File: config.mk
export PLATFORM = sky130hd
export DESIGN_NAME = riscv_mem_responder_flat
export DESIGN_NICKNAME = d
export VERILOG_FILES = /design/src/rtl/riscv_mem_responder_pkg.sv /design/src/rtl/riscv_mem_responder_if.sv /design/src/rtl/riscv_mem_responder_ibuf.sv /design/src/rtl/riscv_mem_responder.sv /design/src/flat_wrapper.sv
export SDC_FILE = /design/constraint.sdc
export NUM_CORES = 1
export LEC_CHECK = 0
export ABC_CLOCK_PERIOD_IN_PS = 13600
export CAP_MARGIN = 5
export CORE_MARGIN = 8
export CORE_UTILIZATION = 47
export DETAILED_ROUTE_END_ITERATION = 6
export PLACE_DENSITY_LB_ADDON = 0.1
export SLEW_MARGIN = 10
export SYNTH_ARGS = -nofsm -noshare
export SYNTH_HDL_FRONTEND = slang
export SYNTH_HIERARCHICAL = 1
export SYNTH_SLANG_ARGS = --single-unit
File: constraint.sdc
create_clock -name clk -period 13.6 [get_ports clk]
set_input_delay 1.36 -clock clk [delete_from_list [all_inputs] [get_ports clk]]
set_output_delay 1.36 -clock clk [all_outputs]
set_load 0.005 [all_outputs]
File: src/rtl/riscv_mem_responder_pkg.sv
// Shared definitions for the CPU memory responder: FSM encoding, default
// backing-memory word-address width and the empty byte-mask constant.
package riscv_mem_pkg;

  localparam int MEM_ADDR_W_DEF = 30;
  localparam int DATA_W_DEF     = 32;

  localparam logic [3:0] MASK_NONE = 4'b0000;

  localparam logic [2:0] ENC_IDLE   = 3'd0;
  localparam logic [2:0] ENC_D_REQ  = 3'd1;
  localparam logic [2:0] ENC_D_WAIT = 3'd2;
  localparam logic [2:0] ENC_I_REQ  = 3'd3;
  localparam logic [2:0] ENC_I_WAIT = 3'd4;
  localparam logic [2:0] ENC_DONE   = 3'd5;

  typedef enum logic [2:0] {
    ST_IDLE   = ENC_IDLE,
    ST_D_REQ  = ENC_D_REQ,
    ST_D_WAIT = ENC_D_WAIT,
    ST_I_REQ  = ENC_I_REQ,
    ST_I_WAIT = ENC_I_WAIT,
    ST_DONE   = ENC_DONE
  } state_t;

endpackage

File: src/rtl/riscv_mem_responder_if.sv
// Bundle of CPU cache-port and backing-memory signals around the responder.
// master = the responder itself, slave = the CPU/memory environment.
interface riscv_mem_responder_if
  import riscv_mem_pkg::*;
#(
  parameter int MEM_ADDR_W = MEM_ADDR_W_DEF
) ();

  logic [31:0]           icache_addr;
  logic                  icache_re;
  logic [31:0]           dcache_addr;
  logic                  dcache_re;
  logic [3:0]            dcache_we;
  logic [31:0]           dcache_din;
  logic [31:0]           icache_dout;
  logic [31:0]           dcache_dout;
  logic                  stall;
  logic                  mem_req_valid;
  logic                  mem_req_ready;
  logic                  mem_req_rw;
  logic [MEM_ADDR_W-1:0] mem_req_addr;
  logic [31:0]           mem_req_data;
  logic [3:0]            mem_req_mask;
  logic                  mem_resp_valid;
  logic [31:0]           mem_resp_data;

  modport master (
    input  icache_addr, icache_re, dcache_addr, dcache_re, dcache_we, dcache_din,
    input  mem_req_ready, mem_resp_valid, mem_resp_data,
    output icache_dout, dcache_dout, stall,
    output mem_req_valid, mem_req_rw, mem_req_addr, mem_req_data, mem_req_mask
  );

  modport slave (
    output icache_addr, icache_re, dcache_addr, dcache_re, dcache_we, dcache_din,
    output mem_req_ready, mem_resp_valid, mem_resp_data,
    input  icache_dout, dcache_dout, stall,
    input  mem_req_valid, mem_req_rw, mem_req_addr, mem_req_data, mem_req_mask
  );

endinterface

File: src/rtl/riscv_mem_responder_ibuf.sv
// One-entry instruction buffer used by riscv_mem_responder when
// RISCV_MEM_IBUF_EN is defined; the module does not exist otherwise.
`ifdef RISCV_MEM_IBUF_EN
module riscv_mem_ibuf
  import riscv_mem_pkg::*;
#(
  parameter int ADDR_W = MEM_ADDR_W_DEF,
  parameter int DATA_W = DATA_W_DEF
) (
  input  logic              clk,
  input  logic              reset,
  input  logic [ADDR_W-1:0] i_lookup_addr,
  output logic              o_hit,
  output logic [DATA_W-1:0] o_hit_data,
  input  logic              i_fill,
  input  logic [ADDR_W-1:0] i_fill_addr,
  input  logic [DATA_W-1:0] i_fill_data,
  input  logic              i_inv,
  input  logic [ADDR_W-1:0] i_inv_addr
);

  logic              r_valid;
  logic [ADDR_W-1:0] r_addr;
  logic [DATA_W-1:0] r_data;
  logic              w_inv_match;

  // A store retiring this cycle to the buffered word already counts as a miss.
  assign w_inv_match = i_inv && (i_inv_addr == r_addr);
  assign o_hit       = r_valid && (i_lookup_addr == r_addr) && !w_inv_match;
  assign o_hit_data  = r_data;

  always_ff @(posedge clk or posedge reset) begin
    if (reset) begin
      r_valid <= 1'b0;
      r_addr  <= '0;
      r_data  <= '0;
    end else if (i_fill) begin
      r_valid <= 1'b1;
      r_addr  <= i_fill_addr;
      r_data  <= i_fill_data;
    end else if (w_inv_match) begin
      r_valid <= 1'b0;
    end
  end

endmodule
`endif

File: src/rtl/riscv_mem_responder.sv
// Serialises the core's icache/dcache ports onto one backing-memory port and
// owns stall. Optional one-entry fetch buffer under RISCV_MEM_IBUF_EN.
module riscv_mem_responder
  import riscv_mem_pkg::*;
#(
  parameter int MEM_ADDR_W = MEM_ADDR_W_DEF,
  parameter int DATA_W     = DATA_W_DEF
) (
  input  logic                  clk,
  input  logic                  reset,
  riscv_mem_responder_if.master bus
);

  typedef logic [MEM_ADDR_W-1:0] waddr_t;

  state_t            r_state, w_next;
  logic              r_stall;
  logic              r_i_re;
  waddr_t            r_i_waddr;
  logic [3:0]        r_d_we;
  waddr_t            r_d_waddr;
  logic [DATA_W-1:0] r_d_din;
  logic [DATA_W-1:0] r_i_dout, r_d_dout;

  waddr_t            w_i_waddr_in, w_d_waddr_in, w_lookup_waddr;
  logic              w_d_pend_in, w_i_hit, w_fill, w_inv;
  logic              w_ld_d, w_ld_i, w_ld_ibuf;
  logic [DATA_W-1:0] w_ibuf_data;
  logic              w_after_d_ldbuf;
  state_t            w_after_d;
  logic              w_req_valid, w_req_rw;
  waddr_t            w_req_addr;
  logic [DATA_W-1:0] w_req_data;
  logic [3:0]        w_req_mask;
  logic              w_unused_addr;

  assign w_i_waddr_in  = bus.icache_addr[MEM_ADDR_W+1:2];
  assign w_d_waddr_in  = bus.dcache_addr[MEM_ADDR_W+1:2];
  assign w_unused_addr = ^{bus.icache_addr[1:0], bus.dcache_addr[1:0]};
  assign w_d_pend_in   = bus.dcache_re || (bus.dcache_we != MASK_NONE);

  // Lookup uses the live fetch address at capture, the latched one afterwards.
  assign w_lookup_waddr = r_stall ? r_i_waddr : w_i_waddr_in;
  assign w_fill = (r_state == ST_I_WAIT) && bus.mem_resp_valid;
  assign w_inv  = (r_state == ST_D_REQ) && bus.mem_req_ready && (r_d_we != MASK_NONE);

`ifdef RISCV_MEM_IBUF_EN
  riscv_mem_ibuf #(
    .ADDR_W (MEM_ADDR_W),
    .DATA_W (DATA_W)
  ) u_ibuf (
    .clk           (clk),
    .reset         (reset),
    .i_lookup_addr (w_lookup_waddr),
    .o_hit         (w_i_hit),
    .o_hit_data    (w_ibuf_data),
    .i_fill        (w_fill),
    .i_fill_addr   (r_i_waddr),
    .i_fill_data   (bus.mem_resp_data),
    .i_inv         (w_inv),
    .i_inv_addr    (r_d_waddr)
  );
`else
  logic w_unused_ibuf;
  assign w_i_hit       = 1'b0;
  assign w_ibuf_data   = '0;
  assign w_unused_ibuf = ^{w_fill, w_inv, w_lookup_waddr};
`endif

  // Where to go once the data access has finished.
  always_comb begin
    w_after_d       = ST_DONE;
    w_after_d_ldbuf = 1'b0;
    if (r_i_re && w_i_hit) begin
      w_after_d_ldbuf = 1'b1;
    end else if (r_i_re) begin
      w_after_d = ST_I_REQ;
    end
  end

  always_comb begin
    w_next      = r_state;
    w_req_valid = 1'b0;
    w_req_rw    = 1'b0;
    w_req_addr  = '0;
    w_req_data  = '0;
    w_req_mask  = MASK_NONE;
    w_ld_d      = 1'b0;
    w_ld_i      = 1'b0;
    w_ld_ibuf   = 1'b0;
    unique case (r_state)
      ST_IDLE, ST_DONE: begin
        if (w_d_pend_in) begin
          w_next = ST_D_REQ;
        end else if (bus.icache_re && w_i_hit) begin
          w_next    = ST_DONE;
          w_ld_ibuf = 1'b1;
        end else if (bus.icache_re) begin
          w_next = ST_I_REQ;
        end else begin
          w_next = ST_IDLE;
        end
      end
      ST_D_REQ: begin
        w_req_valid = 1'b1;
        w_req_rw    = (r_d_we != MASK_NONE);
        w_req_addr  = r_d_waddr;
        w_req_data  = r_d_din;
        w_req_mask  = r_d_we;
        if (bus.mem_req_ready) begin
          if (w_req_rw) begin
            w_next    = w_after_d;
            w_ld_ibuf = w_after_d_ldbuf;
          end else begin
            w_next = ST_D_WAIT;
          end
        end
      end
      ST_D_WAIT: begin
        if (bus.mem_resp_valid) begin
          w_ld_d    = 1'b1;
          w_next    = w_after_d;
          w_ld_ibuf = w_after_d_ldbuf;
        end
      end
      ST_I_REQ: begin
        w_req_valid = 1'b1;
        w_req_addr  = r_i_waddr;
        if (bus.mem_req_ready) w_next = ST_I_WAIT;
      end
      ST_I_WAIT: begin
        if (bus.mem_resp_valid) begin
          w_ld_i = 1'b1;
          w_next = ST_DONE;
        end
      end
      default: w_next = ST_IDLE;
    endcase
  end

  always_ff @(posedge clk or posedge reset) begin
    if (reset) begin
      r_state <= ST_IDLE;
      r_stall <= 1'b0;
    end else begin
      r_state <= w_next;
      r_stall <= !((w_next == ST_IDLE) || (w_next == ST_DONE));
    end
  end

  // Request capture happens on every edge the core is not frozen.
  always_ff @(posedge clk or posedge reset) begin
    if (reset) begin
      r_i_re    <= 1'b0;
      r_i_waddr <= '0;
      r_d_we    <= MASK_NONE;
      r_d_waddr <= '0;
      r_d_din   <= '0;
      r_i_dout  <= '0;
      r_d_dout  <= '0;
    end else begin
      if (!r_stall) begin
        r_i_re    <= bus.icache_re;
        r_i_waddr <= w_i_waddr_in;
        r_d_we    <= bus.dcache_we;
        r_d_waddr <= w_d_waddr_in;
        r_d_din   <= bus.dcache_din;
      end
      if (w_ld_d) r_d_dout <= bus.mem_resp_data;
      if (w_ld_i) begin
        r_i_dout <= bus.mem_resp_data;
      end else if (w_ld_ibuf) begin
        r_i_dout <= w_ibuf_data;
      end
    end
  end

  assign bus.icache_dout   = r_i_dout;
  assign bus.dcache_dout   = r_d_dout;
  assign bus.stall         = r_stall;
  assign bus.mem_req_valid = w_req_valid;
  assign bus.mem_req_rw    = w_req_rw;
  assign bus.mem_req_addr  = w_req_addr;
  assign bus.mem_req_data  = w_req_data;
  assign bus.mem_req_mask  = w_req_mask;

endmodule
File: src/flat_wrapper.sv
// flat-port wrapper written by rule: the top's interface ports become plain ports
module riscv_mem_responder_flat import riscv_mem_pkg::*;
#(
  parameter int MEM_ADDR_W = MEM_ADDR_W_DEF,
  parameter int DATA_W     = DATA_W_DEF
)
  (clk, reset, bus_icache_addr, bus_icache_re, bus_dcache_addr, bus_dcache_re, bus_dcache_we, bus_dcache_din, bus_mem_req_ready, bus_mem_resp_valid, bus_mem_resp_data, bus_icache_dout, bus_dcache_dout, bus_stall, bus_mem_req_valid, bus_mem_req_rw, bus_mem_req_addr, bus_mem_req_data, bus_mem_req_mask);
  riscv_mem_responder_if #(.MEM_ADDR_W(MEM_ADDR_W)) bus_i ();
  input  logic clk;
  input  logic reset;
  input wire logic [$bits(bus_i.icache_addr)-1:0] bus_icache_addr;
  input wire logic [$bits(bus_i.icache_re)-1:0] bus_icache_re;
  input wire logic [$bits(bus_i.dcache_addr)-1:0] bus_dcache_addr;
  input wire logic [$bits(bus_i.dcache_re)-1:0] bus_dcache_re;
  input wire logic [$bits(bus_i.dcache_we)-1:0] bus_dcache_we;
  input wire logic [$bits(bus_i.dcache_din)-1:0] bus_dcache_din;
  input wire logic [$bits(bus_i.mem_req_ready)-1:0] bus_mem_req_ready;
  input wire logic [$bits(bus_i.mem_resp_valid)-1:0] bus_mem_resp_valid;
  input wire logic [$bits(bus_i.mem_resp_data)-1:0] bus_mem_resp_data;
  output wire logic [$bits(bus_i.icache_dout)-1:0] bus_icache_dout;
  output wire logic [$bits(bus_i.dcache_dout)-1:0] bus_dcache_dout;
  output wire logic [$bits(bus_i.stall)-1:0] bus_stall;
  output wire logic [$bits(bus_i.mem_req_valid)-1:0] bus_mem_req_valid;
  output wire logic [$bits(bus_i.mem_req_rw)-1:0] bus_mem_req_rw;
  output wire logic [$bits(bus_i.mem_req_addr)-1:0] bus_mem_req_addr;
  output wire logic [$bits(bus_i.mem_req_data)-1:0] bus_mem_req_data;
  output wire logic [$bits(bus_i.mem_req_mask)-1:0] bus_mem_req_mask;
  assign bus_i.icache_addr = bus_icache_addr;
  assign bus_i.icache_re = bus_icache_re;
  assign bus_i.dcache_addr = bus_dcache_addr;
  assign bus_i.dcache_re = bus_dcache_re;
  assign bus_i.dcache_we = bus_dcache_we;
  assign bus_i.dcache_din = bus_dcache_din;
  assign bus_i.mem_req_ready = bus_mem_req_ready;
  assign bus_i.mem_resp_valid = bus_mem_resp_valid;
  assign bus_i.mem_resp_data = bus_mem_resp_data;
  assign bus_icache_dout = bus_i.icache_dout;
  assign bus_dcache_dout = bus_i.dcache_dout;
  assign bus_stall = bus_i.stall;
  assign bus_mem_req_valid = bus_i.mem_req_valid;
  assign bus_mem_req_rw = bus_i.mem_req_rw;
  assign bus_mem_req_addr = bus_i.mem_req_addr;
  assign bus_mem_req_data = bus_i.mem_req_data;
  assign bus_mem_req_mask = bus_i.mem_req_mask;
  riscv_mem_responder #(.MEM_ADDR_W(MEM_ADDR_W), .DATA_W(DATA_W)) u_core (.clk(clk), .reset(reset), .bus(bus_i));
endmodule
Word-level counts from Yosys, hierarchy flattened --
Index checks and enable logic that the tools add are counted.
Operators by class: add/sub/neg operators 0, $mul 0, divide/modulo/power cells 0, $lt $le $gt $ge 0, equal/unequal tests 6, shifts and indexed selects 0, multiplexer cells 18, bitwise operators 0, reduce and logical (&&, ||, !) cells 9
Operators with widths (number):
- two-way mux 32 bit | 2
- one-hot mux 30 bit (2 select lines) | 1
- two-way mux 3 bit | 7
- one-hot mux 3 bit (5 select lines) | 1
- equality test 3 bit (second input constant) | 3
- nonzero test 4 bit | 2
- equality test 3 x 2 -> 1 bit (second input constant) | 2
- logical NOT 3 bit | 2
- two-way mux 1 bit | 5
- two-way mux 4 bit | 1
- OR reduction 2 bit | 2
- equality test 3 x 1 -> 1 bit (second input constant) | 1
- logical OR 1 bit | 2
- two-way mux 2 bit | 1
- logical NOT 1 bit | 1
Word-level totals: flip-flop bits (word level) 165, latch bits 0, memory bits (writable) 0, memory bits (read-only) 0, output and inout port bits 133, word-level logic and storage cells 42, memories kept 0

Logic depth before layout (Yosys ltp) --
Gate-level depths: netlist of the first run.
depth after elaboration 7, depth in mapped cells 7, depth with buffers taken out 6

Worst setup path before layout of the first run --
Ideal clock, no wire load.
kind input to register, start point input bus_dcache_we[1], end point register u_core.r_stall (netlist: u_core/bus.stall), setup time 0.121 ns, data arrival time 2.814 ns, data required time 13.479 ns, path slack 10.665 ns, cell stages on the path 5, buffers on the path 0, path through or4_4 or3_1 a2111o_1 xnor2_1 nand2b_1
On the way: longest elaborated chain between the ends 7
Ends and longest elaborated chain:
- start: declaration | RTL line flat_wrapper.sv:15 | input wire logic [$bits(bus_i.dcache_we)-1:0] bus_dcache_we;
- nonzero test 4 bit (*) | RTL line riscv_mem_responder.sv:40 | assign w_d_pend_in = bus.dcache_re || (bus.dcache_we != MASK_NONE);
- logical OR 1 bit (*) | RTL line riscv_mem_responder.sv:40
- two-way mux 3 bit (*) | RTL line riscv_mem_responder.sv:93 | if (w_d_pend_in) begin
- one-hot mux 3 bit (5 select lines) (*) | RTL line riscv_mem_responder.sv:91 | unique case (r_state)
- net u_core.w_next[0] | RTL line riscv_mem_responder.sv:16 | state_t r_state, w_next;
- equality test 3 bit / logical NOT 3 bit (equally long branches) | RTL line riscv_mem_responder.sv:147 | r_stall <= !((w_next == ST_IDLE) || (w_next == ST_DONE));
- logical OR 1 bit (*) | RTL line riscv_mem_responder.sv:147
- logical NOT 1 bit (*) | RTL line riscv_mem_responder.sv:147
- end signal: assignment | RTL line riscv_mem_responder.sv:147
- end: declaration | RTL line riscv_mem_responder.sv:17 | logic r_stall;
The timed path passes the listed nets; every way through them passes the cells marked *. A chain may end at the register's enable or synchronous reset.

Worst setup path after layout of the first run --
start point register u_core.r_state[2], end point output bus_mem_req_rw
On the way: longest elaborated chain between the ends 2
Ends and longest elaborated chain:
- start: declaration | RTL line riscv_mem_responder.sv:16
- start signal: assignment | RTL line riscv_mem_responder.sv:146 | r_state <= w_next;
- equality test 3 x 1 -> 1 bit
- two-way mux 1 bit | RTL line riscv_mem_responder.sv:91
- end: declaration | RTL line flat_wrapper.sv:24 | output wire logic [$bits(bus_i.mem_req_rw)-1:0] bus_mem_req_rw;
Every way passes these cells.

==> qor.txt, run 1 <==
Critical path's top delay family: buffers and inverters
Final WS setup: 9.63 ns
TritonRoute pass-1 iters: 4
Clock Skew: 0.00593 ns
I/O pin total: 271
DP Wirelength: 13.2 mm
CP required: 12.24 ns
Max-slew headroom: 28.7%
Core area: 14500 µm²
Post-place setup slack: 10.01 ns
Vias per cell: 5.01
EDFF count, synth: 0
Switching pwr: 0.692 mW
Final-report hold violation count: 0
Ant. Diodes: 0
Share of layout cells above drive strength 1: 27.3%
Post-CTS Hold Buffers: 0
Final Util: 71.4%
Post-CTS setup buffer count: 0
Cell Pwr Density: 237 nW/µm²
HP Class: flip-flop to flip-flop
Worst Path Buf+Inv: 2
CP Capture Type: primary output
Initial antenna violation count: 0
Sequential power share: 36.5%
Worst Path Arrival: 2.61 ns
Worst-path clk slew: 0.06 ns
Pin count of the biggest net entering global routing: 85
Netlist cell types: 26
Startpoint types: flip-flop
CP Cell Sequence: nand2b_1 -> buf_4 -> nor3_1 -> clkdlybuf4s50_1
Routed Wire Length: 18.1 mm
Die area: 18900 µm²
Post-Syn Area: 6920 µm²
Final cell count without fillers: 938
Run status: complete, no violations
Via Count: 4700
Vias in the first global route: 5093
Max Slew Vio Count: 0
First-pass GRT wire length: 27.9 mm
Nets: 880
F_max: 252 MHz
Crit path time final: 3.97 ns
GR Util All Layers: 19.3%
Commonest non-fill, non-tap cell in the layout: clkdlybuf4s50_1
Power Total: 2.45 mW
Combinational share of power: 43.7%
Residual DRC: 0
GPL Wtd Cong: 0.757
Filler cell count: 1013
Post-DRT Antenna Nets: 0
RSZ-0062 raised after global routing: no
Syn Inst Count: 481
Setup TNS: 0 ns
# rows: 44
TritonCTS buffer count: 17
Clock root cell: clkbuf_16
Placed Instance Area: 9720 µm²
Initial DRC Count: 168
Clk Latency, worst-skew pair: 0.41 ns
Internal: 1.76 mW
GR Overflow Total: 0
Top FF cell, synth: dfrtp_1
Ys Warns: 6
Die Width: 137 µm
Port bufs: 266
CP max-delay cell: clkdlybuf4s50_1
Syn Nets: 619
Max_cap viols: 0
Seq/Total Area, Yosys: 59.7%
Final Instance Area: 10300 µm²
Dpl cells: 907
Longest Clk Path Bufs: 2
Max FO, Critical Path: 18
Final setup violating endpoints: 0
Synth-to-Final Area Change: 49.4%
Most frequent cells in the layout: clkdlybuf4s50_1, dfrtp_1, mux2_2, and2_1, nor2_1
Htree depth: 4
Peak VDD IR: 0.120 mV
Worst hold slack: 0.496 ns
Final period utilization: 29.2%
CTS resizes: 0
Total clock sinks: 165
Die Span Y: 137 µm
Worst Setup Path Type: flip-flop to primary output
Worst Tran Pin Value: 1.07 ns
Starting Density: 47.8%
Avg Inst Size Synth: 14.4 µm²
CTS tree: built
Clk network pwr share: 19.9%
LEAKAGE: 4.27 nW
Slowest stage delay, CP: 0.59 ns
FF+latch count, synth: 165
Routed WL per cell: 19.2 µm
Sw Ratio: 28.2%
Share of synthesized registers carrying an async set or reset: 100%
==> power by group through the flow <==
| stage | Sequential [mW] | Combinational, mW | Clock (mW) |
|---|---|---|---|
| 5_1_grt | 0.928 | 1.15 | 0.520 |
| 3_3_place_gp | 0.882 | 1.07 | 0 |
| 2_1_floorplan | 0.847 | 0.536 | 0 |
| 3_5_place_dp | 0.903 | 1.09 | 0 |
| 4_1_cts | 0.895 | 1.09 | 0.501 |
| 6_report | 0.895 | 1.07 | 0.487 |
==> per-layer routing <==
layer	wire length, µm	track usage [%]	vias to the layer above	share of wire, %
li1	-	-	2176	-
met1	6900	21.3	2353	38
met2	9260	33.3	158	51
met3	1680	8.21	13	9.3
met4	212	5.67	0	1.2
met5	0	0	-	0
==> path summary, 6_finish.rpt <==
path | from | to | slack (ns) | cells past startpoint
max | u_core/r_state[2] | bus_mem_req_rw | 9.63 | 4
min | u_core/r_d_din[10] | u_core/r_d_din[10] | 0.50 | 1
max reg2reg | u_core/r_state[1] | u_core/bus.dcache_dout[11] | 10.84 | 3
min reg2reg | u_core/r_d_din[10] | u_core/r_d_din[10] | 0.50 | 1
max in group asynchronous | reset | u_core/bus.dcache_dout[12] | 10.56 | 3
min in group asynchronous | reset | u_core/bus.icache_dout[28] | 1.47 | 2
==> synthesized netlist by cell type, drive strengths merged (2+ instances only) <==
master | number | share of area, %
nor3 | 2 | 0.14
and2 | 36 | 3.3
and2b | 2 | 0.25
or2b | 2 | 0.25
nand2 | 2 | 0.11
dfrtp | 165 | 60
nand2b | 3 | 0.27
clkbuf | 21 | 1.1
nor2 | 37 | 2.0
buf | 6 | 0.47
mux2 | 161 | 26
inv | 2 | 0.11
mux2i | 30 | 4.3
==> state kept, by name (all words and copies together) (netlist names) <==
| register | flops |
|---|---|
| u_core/bus.icache_dout | 32 |
| u_core/r_d_waddr | 30 |
| u_core/bus.stall | 1 |
| u_core/r_state | 3 |
| u_core/r_i_re | 1 |
| u_core/r_d_din | 32 |
| u_core/r_i_waddr | 30 |
| u_core/r_d_we | 4 |
| u_core/bus.dcache_dout | 32 |
==> worst register-to-register path: cells and delay by family, from the launching register on <==
family | cells | cell delay (ns)
AND/OR/NAND/NOR | 2 | 1.12
flip-flops | 1 | 1.07
multiplexers | 1 | 0.45
==> cell families after synthesis <==
| family | Yosys count | synth area share, % |
|---|---|---|
| XOR/XNOR | 1 | 0.127 |
| AO/OA/AOI/OAI | 6 | 0.669 |
| buffers and inverters | 30 | 2.19 |
| AND/OR/NAND/NOR | 88 | 6.75 |
| flip-flops | 165 | 59.7 |
| multiplexers | 191 | 30.6 |
==> layout make-up <==
type                       count  area [µm²]  share of cell area, %
inverter                       2        12.5                  0.121
clock buffer                  23         488                   4.72
timing repair buffer         270        2690                   26.1
sequential                   165        4130                   40.0
multi-input combinational    286        2660                   25.7
tap                          184         230                   2.23
clock inverter                 8         123                   1.19
(Power assumes the default switching activity.)
==> run 2: changes to the inputs <==
--- a/config.mk
+++ b/config.mk
@@ -5,10 +5,10 @@
 export SDC_FILE = /design/constraint.sdc
 export NUM_CORES = 1
 export LEC_CHECK = 0
-export ABC_CLOCK_PERIOD_IN_PS = 13600
+export ABC_CLOCK_PERIOD_IN_PS = 3450
 export CAP_MARGIN = 5
 export CORE_MARGIN = 8
-export CORE_UTILIZATION = 47
+export CORE_UTILIZATION = 40
 export DETAILED_ROUTE_END_ITERATION = 6
 export PLACE_DENSITY_LB_ADDON = 0.1
 export SLEW_MARGIN = 10
==> constraint.sdc (replaced) <==
create_clock -name clk -period 3.45 [get_ports clk]
set_input_delay 0.345 -clock clk [delete_from_list [all_inputs] [get_ports clk]]
set_output_delay 0.345 -clock clk [all_outputs]
set_load 0.005 [all_outputs]
==> run 2 against run 1 <==
Compared with the run above:
- critical path depth unchanged
- non-clock buffer count up 5
- first-iteration DRC count shrank 18%
- register-to-register slack got worse by 9.3 ns
- critical endpoint is now bus_mem_req_addr[13]
- critical path type unchanged
- die area is 15% higher
- highest routed layer unchanged
==> qor.txt, run 2 (same netlist as run 1, synthesis figures left out) <==
TritonRoute pass-1 iters: 4 (unchanged)
RSZ-0062 raised after global routing: no
Die area: 21800 µm² (+15%)
Reg2reg start: u_core/r_state[2]
Routed WL per cell: 18.9 µm (-2.0%)
Worst Setup Path Type: flip-flop to primary output
Final setup violating endpoints: 0 (unchanged)
CTS resizes: 0 (unchanged)
Multi-input logic area: 2660 µm² (unchanged)
Max_cap viols: 0 (unchanged)
Total clock sinks: 165 (unchanged)
CP Cell Sequence: nand2b_1 -> buf_4 -> nor2_1 -> clkdlybuf4s50_1
Nets: 885 (+0.57%)
Post-CTS Hold Buffers: 0 (unchanged)
Die Span Y: 147 µm (+7.4%)
Placed Instance Area: 9820 µm² (+1.0%)
Filler cell count: 1377 (+36%)
Final Util: 60.9% (-11 points)
Port bufs: 266 (unchanged)
Initial antenna violation count: 1 (+1)
F_max: 364 MHz
Startpoint types: flip-flop
Worst-path clk slew: 0.06 ns (about the same)
Max Slew Vio Count: 0 (unchanged)
CTS tree: built
First-pass GRT wire length: 29.6 mm (+6.2%)
Longest Clk Path Bufs: 2 (unchanged)
Clk Latency, worst-skew pair: 0.42 ns (about the same)
LEAKAGE: 4.29 nW (+0.31%)
Worst Tran Pin Value: 0.924 ns (-0.146 ns)
Final period utilization: 79.6%
Reg area: 4130 µm² (unchanged)
# rows: 48 (+9.1%)
DP Wirelength: 13.5 mm (+2.2%)
Pin count of the biggest net entering global routing: 166 (+95%)
Worst Path Buf+Inv: 2 (unchanged)
Share of layout cells above drive strength 1: 27.8% (+0.48 points)
Crit path time final: 2.75 ns
Final-report hold violation count: 0 (unchanged)
Post-CTS setup buffer count: 0 (unchanged)
Clock root cell: clkbuf_16
Htree depth: 4 (unchanged)
Post-DRT Antenna Nets: 0 (unchanged)
TritonCTS buffer count: 17 (unchanged)
Cell Pwr Density: 928 nW/µm² (+290%)
HP Class: primary input to asynchronous set/reset pin
CP max-delay cell: clkdlybuf4s50_1
GR Overflow Total: 0 (unchanged)
Max FO, Critical Path: 20 (+2)
Commonest non-fill, non-tap cell in the layout: clkdlybuf4s50_1
GPL Wtd Cong: 0.800 (+5.7%)
Die Width: 147 µm (+7.4%)
CP Capture Type: primary output
Final Instance Area: 10400 µm² (+0.80%)
Max-slew headroom: 38.4% (+9.7 points)
R2R cell count: 6 (+3)
Run status: complete, no violations
Most frequent cells in the layout: clkdlybuf4s50_1, dfrtp_1, mux2_2, and2_1, nor2_1
Routed Wire Length: 18.6 mm (+2.9%)
Worst Path Arrival: 2.40 ns (-0.21 ns)
Synth-to-Final Area Change: 50.6%
Starting Density: 40.4% (-7.4 points)
Peak VDD IR: 0.461 mV (+280%)
GR Util All Layers: 17.4% (-2.0 points)
Vias per cell: 4.76 (-5.0%)
R2r endpoint: u_core/bus.stall
Vias in the first global route: 5273 (+3.5%)
Slowest stage delay, CP: 0.52 ns (-0.07 ns)
CP required: 3.11 ns (-9.13 ns)
Clock Skew: 0.00987 ns (+0.00394 ns)
I/O pin total: 271 (unchanged)
Residual DRC: 0 (unchanged)
Setup TNS: 0 ns (unchanged)
Critical path's top delay family: buffers and inverters
R2R setup slack: 1.50 ns (-9.34 ns)
Via Count: 4690 (-0.21%)
Core area: 17100 µm² (+18%)
Initial DRC Count: 137 (-18%)
[run 2: cell count changes in the layout (fill, tap and decap cells not counted)]
cell and change:
inv_6 -1, buf_4 +4, diode_2 +1, clkinvlp_4 +1, clkinv_4 +4, buf_12 +1, clkbuf_8 -4
[run 2: per-layer routing]
layer	vias to the layer above	share of wire [%]	track usage, %
met1	2316	39	19.2
met4	0	2.3	7.14
met5	-	0	0
li1	2191	-	-
met2	154	50	28.9
met3	29	8.9	7.52
[run 2: how the worst max path moves through the flow]
stage,startpoint,slack [ns],depth (start not counted),endpoint
2_1_floorplan,reset,1.01,1,u_core/bus.dcache_dout[0]
3_3_place_gp,bus_dcache_we[1],1.0,6,u_core/bus.stall
3_5_place_dp,bus_dcache_we[1],1.02,6,u_core/bus.stall
4_1_cts,u_core/r_state[2],0.65,4,bus_mem_req_addr[13]
5_1_grt,u_core/r_state[2],0.54,4,bus_mem_req_addr[13]
6_report,u_core/r_state[2],0.70,4,bus_mem_req_addr[13]
[run 2: worst reg2reg max path: stages (launching register included)]
cell      delay, ns
dfrtp_1        0.44
nand2b_1       0.48
inv_1          0.20
nor3_1         0.08
a2111o_1       0.40
xnor2_1        0.17
nand2b_1       0.06
[run 2: layout make-up]
cell class	count	area share, %
antenna	1	0.0240
timing repair buffer	275	26.3
clock buffer	19	4.16
tap	225	2.70
sequential	165	39.7
inverter	2	0.108
clock inverter	12	1.51
multi-input combinational	286	25.5
[run 2: through the flow]
| step | power [mW] | worst slack [ns] | cells | hold slack [ns] |
|---|---|---|---|---|
| after CTS | 9.84 | 0.653 | 984 | 0.501 |
| after global routing | 10.3 | 0.544 | 985 | 0.507 |
| after floorplan | 5.45 | 1.01 | 481 | 0.471 |
| after detailed placement | 7.89 | 1.02 | 953 | 0.485 |
| final | 9.66 | 0.704 | 985 | 0.471 |
| after global placement | 7.73 | 0.998 | 953 | 0.479 |
[run 2: power by group]
group / total, mW / internal (mW) / leakage [nW] / switching, mW
clock: 1.89 / 1.13 / 0.279 / 0.753
combinational: 4.33 / 2.83 / 2.05 / 1.50
sequential: 3.44 / 2.91 / 1.96 / 0.527
==> run 3: changes to the inputs <==
--- a/config.mk
+++ b/config.mk
@@ -5,7 +5,7 @@
 export SDC_FILE = /design/constraint.sdc
 export NUM_CORES = 1
 export LEC_CHECK = 0
-export ABC_CLOCK_PERIOD_IN_PS = 3450
+export ABC_CLOCK_PERIOD_IN_PS = 2500
 export CAP_MARGIN = 5
 export CORE_MARGIN = 8
 export CORE_UTILIZATION = 40
==> constraint.sdc (replaced) <==
create_clock -name clk -period 2.5 [get_ports clk]
set_input_delay 0.25 -clock clk [delete_from_list [all_inputs] [get_ports clk]]
set_output_delay 0.25 -clock clk [all_outputs]
set_load 0.005 [all_outputs]
==> run 3 against run 2 <==
Compared with the run above:
- sequential share of layout area decreased by 0.11 points
- register-to-register slack got worse by 0.67 ns
- via count increased by 0.85%
- worst hold slack worse by 0.15 ns
- power grew 38%
- critical path type unchanged
==> qor.txt, run 3 (same netlist as run 1, synthesis figures left out) <==
Crit path time final: 2.35 ns
GR Overflow Total: 0 (unchanged)
# rows: 48 (unchanged)
Critical path's top delay family: buffers and inverters
Ant. Diodes: 0 (-1)
Core area: 17100 µm² (unchanged)
Clock Skew: 0.00699 ns (-0.00288 ns)
Via Count: 4730 (+0.85%)
Max_cap viols: 0 (unchanged)
CP max-delay cell: clkdlybuf4s50_1
Power Total: 13.3 mW (+38%)
Final setup violating endpoints: 0 (unchanged)
F_max: 426 MHz
Worst setup path end: bus_mem_req_addr[7]
HP Class: primary input to asynchronous set/reset pin
Clock root cell: clkbuf_16
Commonest non-fill, non-tap cell in the layout: clkdlybuf4s50_1
Reg2reg start: u_core/r_state[0]
R2r endpoint: u_core/bus.icache_dout[15]
Total clock sinks: 165 (unchanged)
CTS tree: built
Filler cell count: 1360 (-1.2%)
Vias in the first global route: 5336 (+1.2%)
Worst Path Buf+Inv: 2 (unchanged)
GR peak layer: met2
Slowest stage delay, CP: 0.54 ns (+0.02 ns)
Final-report hold violation count: 0 (unchanged)
Worst Path Arrival: 2.10 ns (-0.30 ns)
Switching pwr: 3.90 mW (+40%)
Startpoint types: flip-flop
Routed Wire Length: 18.6 mm (+0.24%)
CTS resizes: 0 (unchanged)
Setup TNS: 0 ns (unchanged)
Synth-to-Final Area Change: 51.1%
Longest Clk Path Bufs: 2 (unchanged)
TritonRoute pass-1 iters: 4 (unchanged)
Critical path depth: 4 (unchanged)
Worst-path clk slew: 0.06 ns (about the same)
Clk Latency, worst-skew pair: 0.42 ns (about the same)
Met3 usage: 7.34% (-0.18 points)
Port bufs: 266 (unchanged)
I/O pin total: 271 (unchanged)
DP Wirelength: 13.8 mm (+1.7%)
Die Width: 147 µm (unchanged)
Cell Pwr Density: 1270 nW/µm² (+37%)
Max-slew headroom: 53.0% (+15 points)
Die area: 21800 µm² (unchanged)
Worst Setup Path Type: flip-flop to primary output
Met1 usage: 18.5% (-0.67 points)
Htree depth: 4 (unchanged)
Max FO, Critical Path: 30 (+50%)
R2R setup slack: 0.83 ns (-0.67 ns)
Placed Instance Area: 9870 µm² (+0.46%)
Max Slew Vio Count: 0 (unchanged)
Crit path from: u_core/r_state[2]
Final period utilization: 94.0%
Routed WL per cell: 18.9 µm (+0.14%)
Peak VDD IR: 0.588 mV (+28%)
Vias per cell: 4.80 (+0.75%)
Worst Tran Pin Value: 0.705 ns (-0.219 ns)
Met2 Use GR: 29.3% (+0.34 points)
Pin count of the biggest net entering global routing: 136 (-18%)
Clk network pwr share: 19.0% (-0.5 points)
Post-DRT Antenna Nets: 0 (unchanged)
Worst hold slack: 0.317 ns (-0.154 ns)
Post-CTS Hold Buffers: 0 (unchanged)
Residual DRC: 0 (unchanged)
Combinational share of power: 45.4% (+0.6 points)
RSZ-0062 raised after global routing: no
Share of layout cells above drive strength 1: 28.1% (+0.32 points)
Internal: 9.39 mW (+36%)
CP Cell Sequence: nand2b_1 -> buf_4 -> nor2_1 -> clkdlybuf4s50_1
Initial antenna violation count: 0 (-1)
Initial DRC Count: 176 (+28%)
Most frequent cells in the layout: clkdlybuf4s50_1, dfrtp_1, mux2_2, and2_1, nor2_1
Run status: complete, no violations
TritonCTS buffer count: 17 (unchanged)
Final Instance Area: 10400 µm² (+0.29%)
GR Util All Layers: 17.2% (-0.18 points)
CP required: 2.25 ns (-0.86 ns)
Nets: 886 (+0.11%)
First-pass GRT wire length: 29.3 mm (-1.1%)
Starting Density: 40.4% (unchanged)
Final Util: 61.0% (+0.18 points)
Sw Ratio: 29.3% (+0.58 points)
Die Span Y: 147 µm (unchanged)
Post-CTS setup buffer count: 0 (unchanged)
GPL Wtd Cong: 0.803 (+0.36%)
CP Capture Type: primary output
R2R cell count: 4 (-2)
Sequential power share: 35.6% (about the same)
LEAKAGE: 4.30 nW (+0.22%)
-- run 3: metrics by stage --
step | worst slack (ns) | std cells
global placement | 0.148 | 954
detailed placement | 0.135 | 954
global route | 0.00990 | 986
CTS | 0.102 | 986
floorplan | 0.151 | 481
finish | 0.151 | 986
-- run 3: power groups by stage --
stage               Clock [mW]  Sequential (mW)  Combinational, mW
floorplan                    0             4.61               2.92
global placement             0             4.68               6.02
detailed placement           0             4.80               6.15
CTS                       2.59             4.75               6.18
global route              2.72             4.91               6.50
finish                    2.52             4.73               6.04
-- run 3: how the worst min path moves through the flow --
stage                             from                    endpoint  slack, ns  cells after the start
CTS                              reset          u_core/r_d_din[24]       0.31                      3
detailed placement  u_core/r_d_din[19]          u_core/r_d_din[19]       0.49                      1
global placement     u_core/r_d_din[1]           u_core/r_d_din[1]       0.48                      1
global route                     reset          u_core/r_d_din[11]       0.35                      3
finish                           reset  u_core/bus.icache_dout[23]       0.32                      3
floorplan           bus_dcache_din[31]          u_core/r_d_din[31]       0.40                      1
-- run 3: cell type report --
cell class | instances | area, µm² | area share [%]
clock inverter | 12 | 121 | 1.16
timing repair buffer | 276 | 2790 | 26.7
sequential | 165 | 4130 | 39.6
multi-input combinational | 286 | 2660 | 25.4
tap | 225 | 282 | 2.69
clock buffer | 20 | 457 | 4.37
inverter | 2 | 11.3 | 0.108
-- run 3: metal layers --
metal | wire length (µm) | up-vias
li1 | - | 2203
met3 | 1600 | 25
met2 | 9420 | 155
met4 | 447 | 0
met5 | 0 | -
met1 | 7160 | 2347
-- run 3: worst reg2reg max path: stages (launching register included) --
cell and delay, ns:
dfrtp_1 0.43, or2b_2 0.38, nor2_4 0.14, buf_12 0.23, mux2_2 0.38
